`src/rtl/multiword_add_seq.sv`:
```
// Sequential multi-precision adder: one N-bit ripple-carry slice per clock,
// least significant slice first, with valid/ready handshakes on both sides.
module multiword_add_seq #(
    parameter int N = 8,
    parameter int K = 4
) (
    input  logic           clk,
    input  logic           rst,
    input  logic           in_valid,
    output logic           in_ready,
    input  logic [N*K-1:0] a,
    input  logic [N*K-1:0] b,
    input  logic           cin,
    output logic           out_valid,
    input  logic           out_ready,
    output logic [N*K-1:0] sum,
    output logic           carry,
    output logic           busy
);
    localparam int W  = N * K;
    localparam int IW = (K > 1) ? $clog2(K) : 1;

    typedef enum logic [1:0] {IDLE, ADD, DONE} state_t;

    state_t          state;
    logic [IW-1:0]   idx;
    logic            carry_reg;
    logic [W-1:0]    a_reg;
    logic [W-1:0]    b_reg;

    logic [N-1:0]    op_a;
    logic [N-1:0]    op_b;
    logic [N:0]      ripple;
    logic [N-1:0]    slice_sum;
    logic            slice_carry;
    logic            last_slice;

    // N-bit ripple-carry stage fed from the current slice of the latched operands
    always_comb begin
        op_a      = a_reg[int'(idx)*N +: N];
        op_b      = b_reg[int'(idx)*N +: N];
        ripple    = '0;
        slice_sum = '0;
        ripple[0] = carry_reg;
        for (int i = 0; i < N; i++) begin
            slice_sum[i]  = op_a[i] ^ op_b[i] ^ ripple[i];
            ripple[i+1]   = (op_a[i] & op_b[i]) | (ripple[i] & (op_a[i] ^ op_b[i]));
        end
        slice_carry = ripple[N];
    end

    assign last_slice = (idx == IW'(K - 1));
    assign in_ready   = (state == IDLE);
    assign busy       = (state != IDLE);

    always_ff @(posedge clk or posedge rst) begin
        if (rst) begin
            state     <= IDLE;
            idx       <= '0;
            carry_reg <= 1'b0;
            a_reg     <= '0;
            b_reg     <= '0;
            sum       <= '0;
            carry     <= 1'b0;
            out_valid <= 1'b0;
        end else begin
            case (state)
                IDLE: begin
                    if (in_valid) begin
                        a_reg     <= a;
                        b_reg     <= b;
                        carry_reg <= cin;
                        idx       <= '0;
                        state     <= ADD;
                    end
                end
                ADD: begin
                    sum[int'(idx)*N +: N] <= slice_sum;
                    carry_reg             <= slice_carry;
                    if (last_slice) begin
                        carry     <= slice_carry;
                        out_valid <= 1'b1;
                        state     <= DONE;
                    end else begin
                        idx <= idx + 1'b1;
                    end
                end
                DONE: begin
                    // result stays put until downstream takes it; no bypass back into ADD
                    if (out_ready) begin
                        out_valid <= 1'b0;
                        state     <= IDLE;
                    end
                end
                default: state <= IDLE;
            endcase
        end
    end
endmodule

```
`config.mk`:
```
export PLATFORM = sky130hd
export DESIGN_NAME = multiword_add_seq
export DESIGN_NICKNAME = d
export VERILOG_FILES = /design/src/rtl/multiword_add_seq.sv
export SDC_FILE = /design/constraint.sdc
export NUM_CORES = 1
export LEC_CHECK = 0
export ABC_AREA = 1
export ABC_CLOCK_PERIOD_IN_PS = 13050
export BUFFER_PORTS_ARGS = -buffer_cell sky130_fd_sc_hd__buf_4
export CORE_ASPECT_RATIO = 1.5
export CORE_MARGIN = 5
export CORE_UTILIZATION = 40
export CTS_CLUSTER_SIZE = 40
export DETAILED_ROUTE_END_ITERATION = 10
export SLEW_MARGIN = 5
export SYNTH_ARGS = -nofsm -noshare
export SYNTH_HDL_FRONTEND = slang
export SYNTH_SLANG_ARGS = --single-unit
```
`constraint.sdc`:
```
create_clock -name clk -period 13.05 [get_ports clk]
set_clock_uncertainty 0.2 [all_clocks]
set_input_delay 0 -clock clk [delete_from_list [all_inputs] [get_ports clk]]
set_output_delay 0 -clock clk [all_outputs]
set_load 0.01 [all_outputs]
```
-- After elaboration in Yosys (flattened, before gate mapping)
Index checks and enable logic that the tools add are counted.
- bits in registers: 103
- logic and storage cells: 84
- output and inout bits: 36
- $add $sub $neg: 2
- bitwise logic cells: 40
- equal/unequal tests: 7
- mux-type cells: 13
- reduce and logical (&&, ||, !) cells: 10
- shifts and indexed selects: 4
- operator list (operator ; count):
    32-bit by 6-bit variable part select with 8-bit output ; 2
    5-bit negator with 33-bit output ; 1
    8-bit by 33-bit variable shift with 32-bit output (first input constant) ; 1
    8-bit by 33-bit variable part select with 32-bit output ; 1
    32-bit bitwise mux ; 1
    1-bit AND ; 16
    1-bit XOR ; 16
    2-bit two-way mux ; 5
    3-bit AND reduction ; 3
    2-bit inequality test (second input constant) ; 4
    1-bit bitwise OR ; 8
    2-bit one-hot mux with 3 select lines ; 1
    2-bit AND reduction ; 3
    2-bit nonzero test ; 3
    2-bit == test (second input constant) ; 2
    1-bit one-hot mux with 2 select lines ; 2
    2-bit one-hot mux with 2 select lines ; 1
    1-bit two-way mux ; 3
    2-bit by 1-bit adder with 2-bit output (second input constant) ; 1
    2-bit by 1-bit == test with 1-bit output (second input constant) ; 1
    2-bit zero test ; 1

-- Logic depth before layout (Yosys ltp)
Gate-level depths: netlist (run 1).
- word-level depth: 19
- gate-level depth with buffers: 21

-- Worst setup path before layout (run 1)
Ideal clock, no wire load.
- path kind: register to register
- start: reg idx[1]
- end: reg sum[31]
- stages on the path, launching flop included: 21
- buffers on the path: 2
- data arrival time: 3.878 ns
- path slack: 8.855 ns
- cell sequence: dfrtp_1 -> buf_2 -> clkinv_1 -> buf_2 -> nand3_1 -> nand2_1 -> fa_1 -> fa_1 -> fa_1 -> inv_1 -> fa_1 -> fa_1 -> inv_1 -> fa_1 -> inv_1 -> fa_1 -> fa_1 -> nand3_1 -> inv_1 -> nand2_1 -> nand2_1
- longest elaborated chain between the ends: 19
- elaborated cells between the ends (all ways): 43
- RTL lines (item ; RTL line ; text):
    from (decl) ; 26 ; logic [IW-1:0] idx;
    from (signal assigned) ; 85 ; idx <= idx + 1'b1;
    32-bit by 6-bit variable part select with 8-bit output (on tied branches) ; 40, 41 ;
    1-bit XOR ; 46, 47 ;
    1-bit AND ; 47 ; ripple[i+1] = (op_a[i] & op_b[i]) | (ripple[i] & (op_a[i] ^ op_b[i]));
    1-bit bitwise OR ; 47 ;
    1-bit AND ; 47 ;
    1-bit bitwise OR ; 47 ;
    1-bit AND ; 47 ;
    1-bit bitwise OR ; 47 ;
    [... 3 more ...] ; -- ;
    1-bit bitwise OR ; 47 ;
    1-bit AND ; 47 ;
    1-bit bitwise OR ; 47 ;
    1-bit AND ; 47 ;
    1-bit bitwise OR ; 47 ;
    1-bit XOR ; 46 ; slice_sum[i] = op_a[i] ^ op_b[i] ^ ripple[i];
    8-bit by 33-bit variable part select with 32-bit output ; 78 ; sum[int'(idx)*N +: N] <= slice_sum;
    32-bit bitwise mux * ; 78 ;
    to (signal, indexed assignment) ; 78 ;
    to (decl) ; 16 ; output logic [N*K-1:0] sum,
Every way passes the cells marked *; elsewhere a longest branch is shown, timed or not.
A chain may end at the register's enable or synchronous reset.

-- Final worst setup path (run 1)
Ends and elaborated chain as after synthesis.

==> flow_metrics.tcl, run 1 <==
set metrics [dict create \
    drv_slew 0 \
    comb_power_share 0.524 \
    p_leak_nw 3.74 \
    switching_share 0.460 \
    p_int_mw 0.911 \
    drive_gt1_frac 0.168 \
    hp-class "in2reg" \
    n_fill_cell 1218 \
    synthTopCellsByArea "dfrtp_1 51%, nand2_1 21%, nand3_1 11%, inv_1 3.2%, fa_1 3.1%" \
    timing.final.crit_period_ps 5200 \
    drcViolationCount 0 \
    num_vias 4633 \
    grt.total_usage 0.187 \
    crit_top_cell "fa_1" \
    avgViaCountPerCell 4.84 \
    dp_slack_ps 7870 \
    grt-ovfl-total 0 \
    synth_fp_nets 726 \
    cp_slowest_cell "dfrtp_1" \
    fmax_mhz 192 \
    critPathRequiredTime_ps 13100 \
    coreArea_um2 12500 \
    relSlewSlack 0.200 \
    io_pins 105 \
    cts_tree "built" \
    worst_slack_ps 7850 \
    fin_setup_tns_ps 0 \
    max_stage_delay_ps 770 \
    syn_avg_cell_area_um2 7.92 \
    worstSkewPairLatency_ps 350 \
    syn_area_um2 5090 \
    cts-buffers-inserted 9 \
    synthesis.instances 643 \
    nets 880 \
    critical_path.top_delay_family "adder cells" \
    path_buf_inv 5 \
    seqPwrFrac 0.324 \
    gp_congestion 0.814 \
    irDropWorstVdd_mv 0.0850 \
    period_share 0.398 \
    finalSetupViolCount 0 \
    firstDrtPassIters 4 \
    tightest_slew_ps 1200 \
    p_switching_mw 0.775 \
    post_cts_buffers 0 \
    row_count 50 \
    ys_seq_elements 103 \
    status "complete, but fails checks" \
    synthToLayoutAreaGrowth_pct 35.2 \
    final_util 0.551 \
    h-tree-depth 3 \
    clockRootBuffer "clkbuf_16" \
    p_total_mw 1.69 \
    dr.first_iter.drc_count 167 \
    insertedDiodeCount 0 \
    startpoint_type "register" \
    wire_per_inst_um 14.2 \
    rrSetupSlack_ps 7850 \
    die_w_um 102 \
    die-area_um2 15100 \
    power_density_nw_per_um2 245 \
    clk_path_buf_depth 2 \
    pwr-share-clk 0.152 \
    hold_viol_final 4 \
    crit_chain "clkinv_1, nand3_1, nand2_1, fa_1, fa_1, fa_1, inv_1, fa_1, fa_1, inv_1, fa_1, inv_1, fa_1, fa_1, nand3_1, inv_1, nand2_1, nand2_1" \
    synth_seq_area_share 0.506 \
    clk_pin_slew_ps 80 \
    grt_pass1_wl_um 22600 \
    cp-end-kind "register" \
    fp.dieH_um 148 \
    fin_hold_ws_ps -8.26 \
    initial_core_util 0.407 \
    ant_nets 0 \
    critical_path_class "reg2reg" \
    portBuffers 104 \
    violations "hold timing" \
    critPathMaxFanout 21 \
    drv_cap 0 \
    grt_max_degree 78 \
    rsz0062_at_grt "no" \
    ys_warn_count 0 \
    arrival_ps 5250 \
    synth_top_area_frac 0.506 \
    drt_wl_total_um 13600 \
    hpwl_um 9450 \
    ys_types 22 \
    antenna_found_initial 0 \
    synth_largest_area_cell "dfrtp_1" \
    clock_sinks 103 \
    grt_pass1_vias 4751 \
]
## stage by stage
| step | hold slack [ps] | cell area (µm²) | instances |
|---|---|---|---|
| final | -8.26 | 6890 | 958 |
| after global routing | 38.5 | 6890 | 958 |
| after CTS | 0.311 | 6890 | 958 |
| after detailed placement | -208 | 5900 | 872 |
| after global placement | -209 | 5900 | 872 |
| after floorplan | -103 | 5090 | 643 |
## power by group through the flow
stage               sequential, mW  combinational [mW]  clock (mW)
global placement             0.550               0.855           0
global route                 0.563                1.01       0.272
finish                       0.546               0.883       0.256
CTS                          0.547               0.898       0.261
detailed placement           0.552               0.878           0
floorplan                    0.532               0.623           0
## layout by cell type, fill, tap and decap left out, types with 2 or more instances in the layout
cell type,instances
o211ai_1,8
dlygate4sd3_1,70
ha_1,6
nand2_2,2
nand2_1,289
nor2_4,5
nand3_1,107
o21ai_0,16
clkinv_4,4
inv_1,42
inv_2,2
buf_4,107
nand4_1,2
fa_1,8
clkbuf_16,9
dfrtp_1,103
clkinv_1,2
nor2_1,13
## layer usage
metal	GRT usage	share of wire
met5	0	0
met4	0.0512	0.013
met3	0.0305	0.046
met2	0.344	0.54
met1	0.221	0.40
## kinds of logic (layout without fill, tap and decap cells)
family | Yosys count | count (layout) | share of synthesized area
fa+ha+maj | 14 | 14 | 0.0462
compound gates | 25 | 25 | 0.0290
buf+inv | 81 | 240 | 0.0722
flops | 103 | 103 | 0.506
simple gates | 420 | 420 | 0.347
## Yosys cell counts (all sizes together)
master and n:
nand2 291, nand3 108, dfrtp 103, inv 45, buf 32, nor2 19
o21ai 16, fa 8, o211ai 8, ha 6, clkbuf 2, clkinv 2
nand4 2, o31ai 1
## path summary, 6_finish.rpt
path                                  startpoint  depth (start not counted)                    end
hold / removal                          in_valid                          3  a_reg[24]$_DFFE_PP0P_
max in group asynchronous                    rst                          5  b_reg[27]$_DFFE_PP0P_
setup reg to reg              idx[1]$_DFFE_PP0P_                         18    sum[31]$_DFFE_PP0P_
hold reg to reg            b_reg[23]$_DFFE_PP0P_                          2  b_reg[23]$_DFFE_PP0P_
min in group asynchronous                    rst                          4  a_reg[24]$_DFFE_PP0P_
setup / recovery              idx[1]$_DFFE_PP0P_                         18    sum[31]$_DFFE_PP0P_
## what timing repair did
item	in CTS	in global routing
endpoints found under the hold margin	93	0
resized for setup	0	0
hold buffers	70	0
## layout make-up
cell class / instances / area [µm²] / share of cell area
sequential: 103 / 2580 / 0.374
clock inverter: 7 / 58.8 / 0.00854
timing repair buffer: 177 / 1500 / 0.218
multi-input combinational: 459 / 2150 / 0.312
inverter: 47 / 179 / 0.0260
clock buffer: 9 / 225 / 0.0327
tap: 156 / 195 / 0.0283
## worst min-delay path: stages
cell,delay [ps]
buf_4,290
nand3_1,160
nand2_1,50
Power figures use the tool's default switching activity.
==> inputs of run 2 (changes only) <==
ABC_CLOCK_PERIOD_IN_PS = 4840   (was 13050)
clock period = 4.84 ns   (was 13.05 ns; I/O delays follow)
==> flow_metrics.tcl, run 2 (synthesized netlist as in run 1, its figures left out) <==
set metrics [dict create \
    finalSetupViolCount 0 \
    firstDrtPassIters 5 \
    critPathRequiredTime_ps 4870 \
    r2r_end "sum[7]$_DFFE_PP0P_" \
    die-area_um2 15100 \
    grt_pass1_wl_um 22800 \
    portBuffers 104 \
    grt_max_degree 70 \
    timing.final.crit_period_ps 4300 \
    grt-ovfl-total 0 \
    io_pins 105 \
    grt.total_usage 0.190 \
    die_w_um 102 \
    layout_common_cells "289 x nand2_1, 111 x buf_4, 107 x nand3_1, 103 x dfrtp_1, 67 x dlygate4sd3_1" \
    startpoint_type "register" \
    irDropWorstVdd_mv 0.314 \
    insertedDiodeCount 0 \
    hp-class "in2reg" \
    gp_congestion 0.885 \
    setup.worst_path.start "idx[0]$_DFFE_PP0P_" \
    clk_pin_slew_ps 70 \
    hpwl_um 9910 \
    hold_viol_final 0 \
    synthToLayoutAreaGrowth_pct 35.0 \
    n_fill_cell 1197 \
    relSlewSlack 0.190 \
    num_vias 4622 \
    clockRootBuffer "clkbuf_16" \
    rrSetupSlack_ps 540 \
    cts-resized-gates 0 \
    fin_hold_ws_ps 7.66 \
    clk_path_buf_depth 2 \
    critical_path_class "reg2reg" \
    arrival_ps 4330 \
    nets 881 \
    drv_slew 0 \
    layout_commonest_cell "nand2_1" \
    p_leak_nw 3.74 \
    tightest_slew_ps 1210 \
    reg2reg_depth 19 \
    coreArea_um2 12500 \
    endpoint "sum[7]$_DFFE_PP0P_" \
    fp.dieH_um 148 \
    timing.rr.start "idx[0]$_DFFE_PP0P_" \
    ant_nets 0 \
    critPathMaxFanout 20 \
    grt_pass1_vias 4693 \
    dr.first_iter.drc_count 229 \
    power_density_nw_per_um2 664 \
    row_count 50 \
    cp-end-kind "register" \
    cts_tree "built" \
    drive_gt1_frac 0.171 \
    fmax_mhz 233 \
    fin_setup_tns_ps 0 \
    initial_core_util 0.407 \
    h-tree-depth 3 \
    drv_cap 0 \
    cts-buffers-inserted 9 \
    drt_wl_total_um 13800 \
    worstSkewPairLatency_ps 350 \
    avgViaCountPerCell 4.83 \
    antenna_found_initial 0 \
    hold_path.startpoint "in_valid" \
    rsz0062_at_grt "no" \
    period_share 0.888 \
    status "complete, no violations" \
    wire_per_inst_um 14.4 \
    post_cts_buffers 0 \
    clock_sinks 103 \
    drcViolationCount 0 \
]
==> run 2: changes by cell type in the layout (fill, tap and decap cells not counted) <==
cell	delta
buf_4	+4
clkbuf_8	+2
clkinv_4	-4
clkinvlp_4	+1
dlygate4sd3_1	-3
inv_8	-1
==> run 2: worst min-delay path by stage <==
stage | endpoint | cells after the start
after floorplan | state[1]$_DFFE_PP0P_ | 1
after global placement | a_reg[20]$_DFFE_PP0P_ | 2
after detailed placement | a_reg[20]$_DFFE_PP0P_ | 2
after CTS | a_reg[23]$_DFFE_PP0P_ | 3
after global routing | a_reg[20]$_DFFE_PP0P_ | 3
final | a_reg[6]$_DFFE_PP0P_ | 3
==> run 2: layer usage <==
layer | wire length, µm | track usage
met5 | 0 | 0
met4 | 397 | 0.0735
met3 | 648 | 0.0286
met2 | 7370 | 0.338
met1 | 5400 | 0.226
==> run 2: layout make-up <==
type | count | area [µm²] | share of cell area
flip-flops and latches | 103 | 2580 | 0.375
clock inverters | 3 | 20.0 | 0.00291
well taps | 156 | 195 | 0.0284
inverters | 47 | 179 | 0.0260
multi-input cells | 459 | 2150 | 0.313
repair buffers | 178 | 1500 | 0.219
clock buffers | 11 | 253 | 0.0367
==> run 2: timing repair <==
action                                  in CTS  in global routing
hold buffers                                67                  0
endpoints found under the hold margin      125                  0
endpoints found under the setup margin       0                  0
==> run 2: where the power goes <==
group | switching, mW | total [mW] | internal (mW)
Sequential | 0.244 | 1.47 | 1.23
Combinational | 1.53 | 2.42 | 0.893
Clock | 0.308 | 0.678 | 0.370
==> run 2: critical path, stage by stage, from the launching register on <==
cell	delay, ps
dfrtp_1	410
inv_2	270
nand2_1	90
nand3_1	90
nand2_1	80
fa_1	420
fa_1	390
fa_1	360
inv_1	70
fa_1	190
fa_1	170
inv_1	50
fa_1	370
inv_1	80
fa_1	170
fa_1	450
inv_1	80
nor2_1	40
nand3_1	110
nand2_1	70
==> run 2: per-stage QoR <==
| step | instance area [µm²] | utilization | total power, mW | setup slack (ps) | cells |
|---|---|---|---|---|---|
| 6_report | 6880 | 0.550 | 4.57 | 540 | 957 |
| 5_1_grt | 6880 | 0.550 | 4.98 | 294 | 957 |
| 4_1_cts | 6880 | 0.550 | 4.61 | 594 | 957 |
| 3_5_place_dp | 5930 | 0.474 | 3.89 | 620 | 876 |
| 3_3_place_gp | 5930 | 0.474 | 3.82 | 750 | 876 |
| 2_1_floorplan | 5090 | - | 3.11 | 645 | 643 |
==> inputs of run 3 (changes only) <==
BUFFER_PORTS_ARGS = -buffer_cell sky130_fd_sc_hd__clkbuf_2   (was -buffer_cell sky130_fd_sc_hd__buf_4)
RECOVER_POWER = 100   (was default)
==> flow_metrics.tcl, run 3 (synthesized netlist as in run 1, its figures left out) <==
set metrics [dict create \
    status "complete, but fails checks" \
    violations "capacitance limit, slew limit" \
    finalSetupViolCount 0 \
    h-tree-depth 3 \
    grt_max_degree 70 \
    tightest_slew_ps 2920 \
    initial_core_util 0.407 \
    post_cts_buffers 0 \
    arrival_ps 4260 \
    ant_nets 0 \
    relSlewSlack -0.956 \
    avgViaCountPerCell 4.82 \
    fin_setup_tns_ps 0 \
    cp-end-kind "register" \
    drv_cap 2 \
    nets 883 \
    timing.final.crit_period_ps 4200 \
    seqPwrFrac 0.325 \
    stdcell_area_um2 6610 \
    worstSkewPairLatency_ps 350 \
    row_count 50 \
    clock_sinks 103 \
    gp_congestion 0.850 \
    post_dp_cell_area_um2 5690 \
    critical_path_class "reg2reg" \
    hpwl_um 9850 \
    drcViolationCount 0 \
    antenna_found_initial 0 \
    cts_tree "built" \
    layout_common_cells "289 x nand2_1, 107 x nand3_1, 103 x dfrtp_1, 71 x clkbuf_2, 67 x dlygate4sd3_1" \
    wire_per_inst_um 14.4 \
    power_density_nw_per_um2 685 \
    portBuffers 104 \
    drt_wl_total_um 13800 \
    die_w_um 102 \
    hold_viol_final 0 \
    grt.total_usage 0.193 \
    p_leak_nw 3.57 \
    period_share 0.868 \
    fin_hold_ws_ps 87.5 \
    num_vias 4636 \
    fp.dieH_um 148 \
    pwr-share-clk 0.171 \
    clockRootBuffer "clkbuf_16" \
    grt-ovfl-total 0 \
    io_pins 105 \
    die-area_um2 15100 \
    drv_slew 95 \
    drive_gt1_frac 0.128 \
    synthToLayoutAreaGrowth_pct 29.8 \
    comb_power_share 0.504 \
    irDropWorstVdd_mv 0.342 \
    critPathMaxFanout 10 \
    fmax_mhz 238 \
    switching_share 0.455 \
    final_util 0.529 \
    grt_pass1_vias 4735 \
    clk_path_buf_depth 2 \
    p_switching_mw 2.06 \
    rsz0062_at_grt "no" \
    coreArea_um2 12500 \
    grt_pass1_wl_um 23200 \
    critPathRequiredTime_ps 4900 \
    clk_pin_slew_ps 70 \
    p_int_mw 2.47 \
    firstDrtPassIters 4 \
    hp-class "in2reg" \
    insertedDiodeCount 0 \
    ctsHoldBuffers 67 \
    cts-buffers-inserted 9 \
    layout_commonest_cell "nand2_1" \
    startpoint_type "register" \
    cts-resized-gates 0 \
    dr.first_iter.drc_count 230 \
]
-- run 3: changes by cell type in the layout (fill, tap and decap cells not counted) --
cell	previous run	this run
nor2_1	13	15
inv_4	1	0
bufinv_16	0	2
clkinvlp_4	2	3
clkbuf_1	0	36
inv_6	0	1
clkbuf_8	2	0
clkinvlp_2	0	1
nor2_4	5	3
buf_4	111	6
clkbuf_2	0	71
-- run 3: area by class of cell --
| cell class | count | area (µm²) |
|---|---|---|
| clock inverter | 7 | 96.3 |
| multi-input combinational | 459 | 2130 |
| tap | 156 | 195 |
| fill | 1241 | 5900 |
| inverter | 47 | 178 |
| sequential | 103 | 2580 |
| clock buffer | 9 | 225 |
| timing repair buffer | 180 | 1210 |
-- run 3: worst paths after layout --
kind / depth (start not counted) / slack, ps / endpoint / start
min: 4 / 90 / a_reg[15]$_DFFE_PP0P_ / in_valid
min reg2reg: 2 / 270 / a_reg[19]$_DFFE_PP0P_ / a_reg[19]$_DFFE_PP0P_
max in group asynchronous: 4 / 1690 / idx[0]$_DFFE_PP0P_ / rst
max reg2reg: 16 / 640 / sum[15]$_DFFE_PP0P_ / idx[1]$_DFFE_PP0P_
max: 16 / 640 / sum[15]$_DFFE_PP0P_ / idx[1]$_DFFE_PP0P_
min in group asynchronous: 3 / 820 / a_reg[26]$_DFFE_PP0P_ / rst
-- run 3: worst max-delay path, cell delays in order (launching register included) --
cell	delay, ps
dfrtp_1	380
clkinv_1	170
clkbuf_1	440
nand3_1	140
nand2_1	130
fa_1	200
fa_1	170
inv_1	50
fa_1	370
fa_1	360
inv_1	80
fa_1	160
inv_1	50
fa_1	370
fa_1	540
nand3_1	100
o21ai_0	180
-- run 3: power groups by stage --
stage / combinational, mW / clock, mW / sequential, mW
floorplan: 1.68 / 0 / 1.43
global placement: 2.25 / 0 / 1.49
detailed placement: 2.30 / 0 / 1.49
CTS: 2.35 / 0.800 / 1.48
global route: 2.63 / 0.830 / 1.51
finish: 2.28 / 0.777 / 1.47
-- run 3: per-layer routing --
layer  vias up  wire length (µm)  GRT usage
li1       2331                 -          -
met1      2176              5630      0.240
met2       105              7240      0.334
met3        24               591     0.0296
met4         0               344     0.0709
met5         -                 0          0
-- run 3: stage by stage --
stage / instances / power, mW / worst slack (ps)
2_1_floorplan: 643 / 3.11 / 645
3_3_place_gp: 878 / 3.74 / 763
3_5_place_dp: 878 / 3.79 / 666
4_1_cts: 961 / 4.62 / 657
5_1_grt: 961 / 4.98 / 412
6_report: 961 / 4.53 / 637
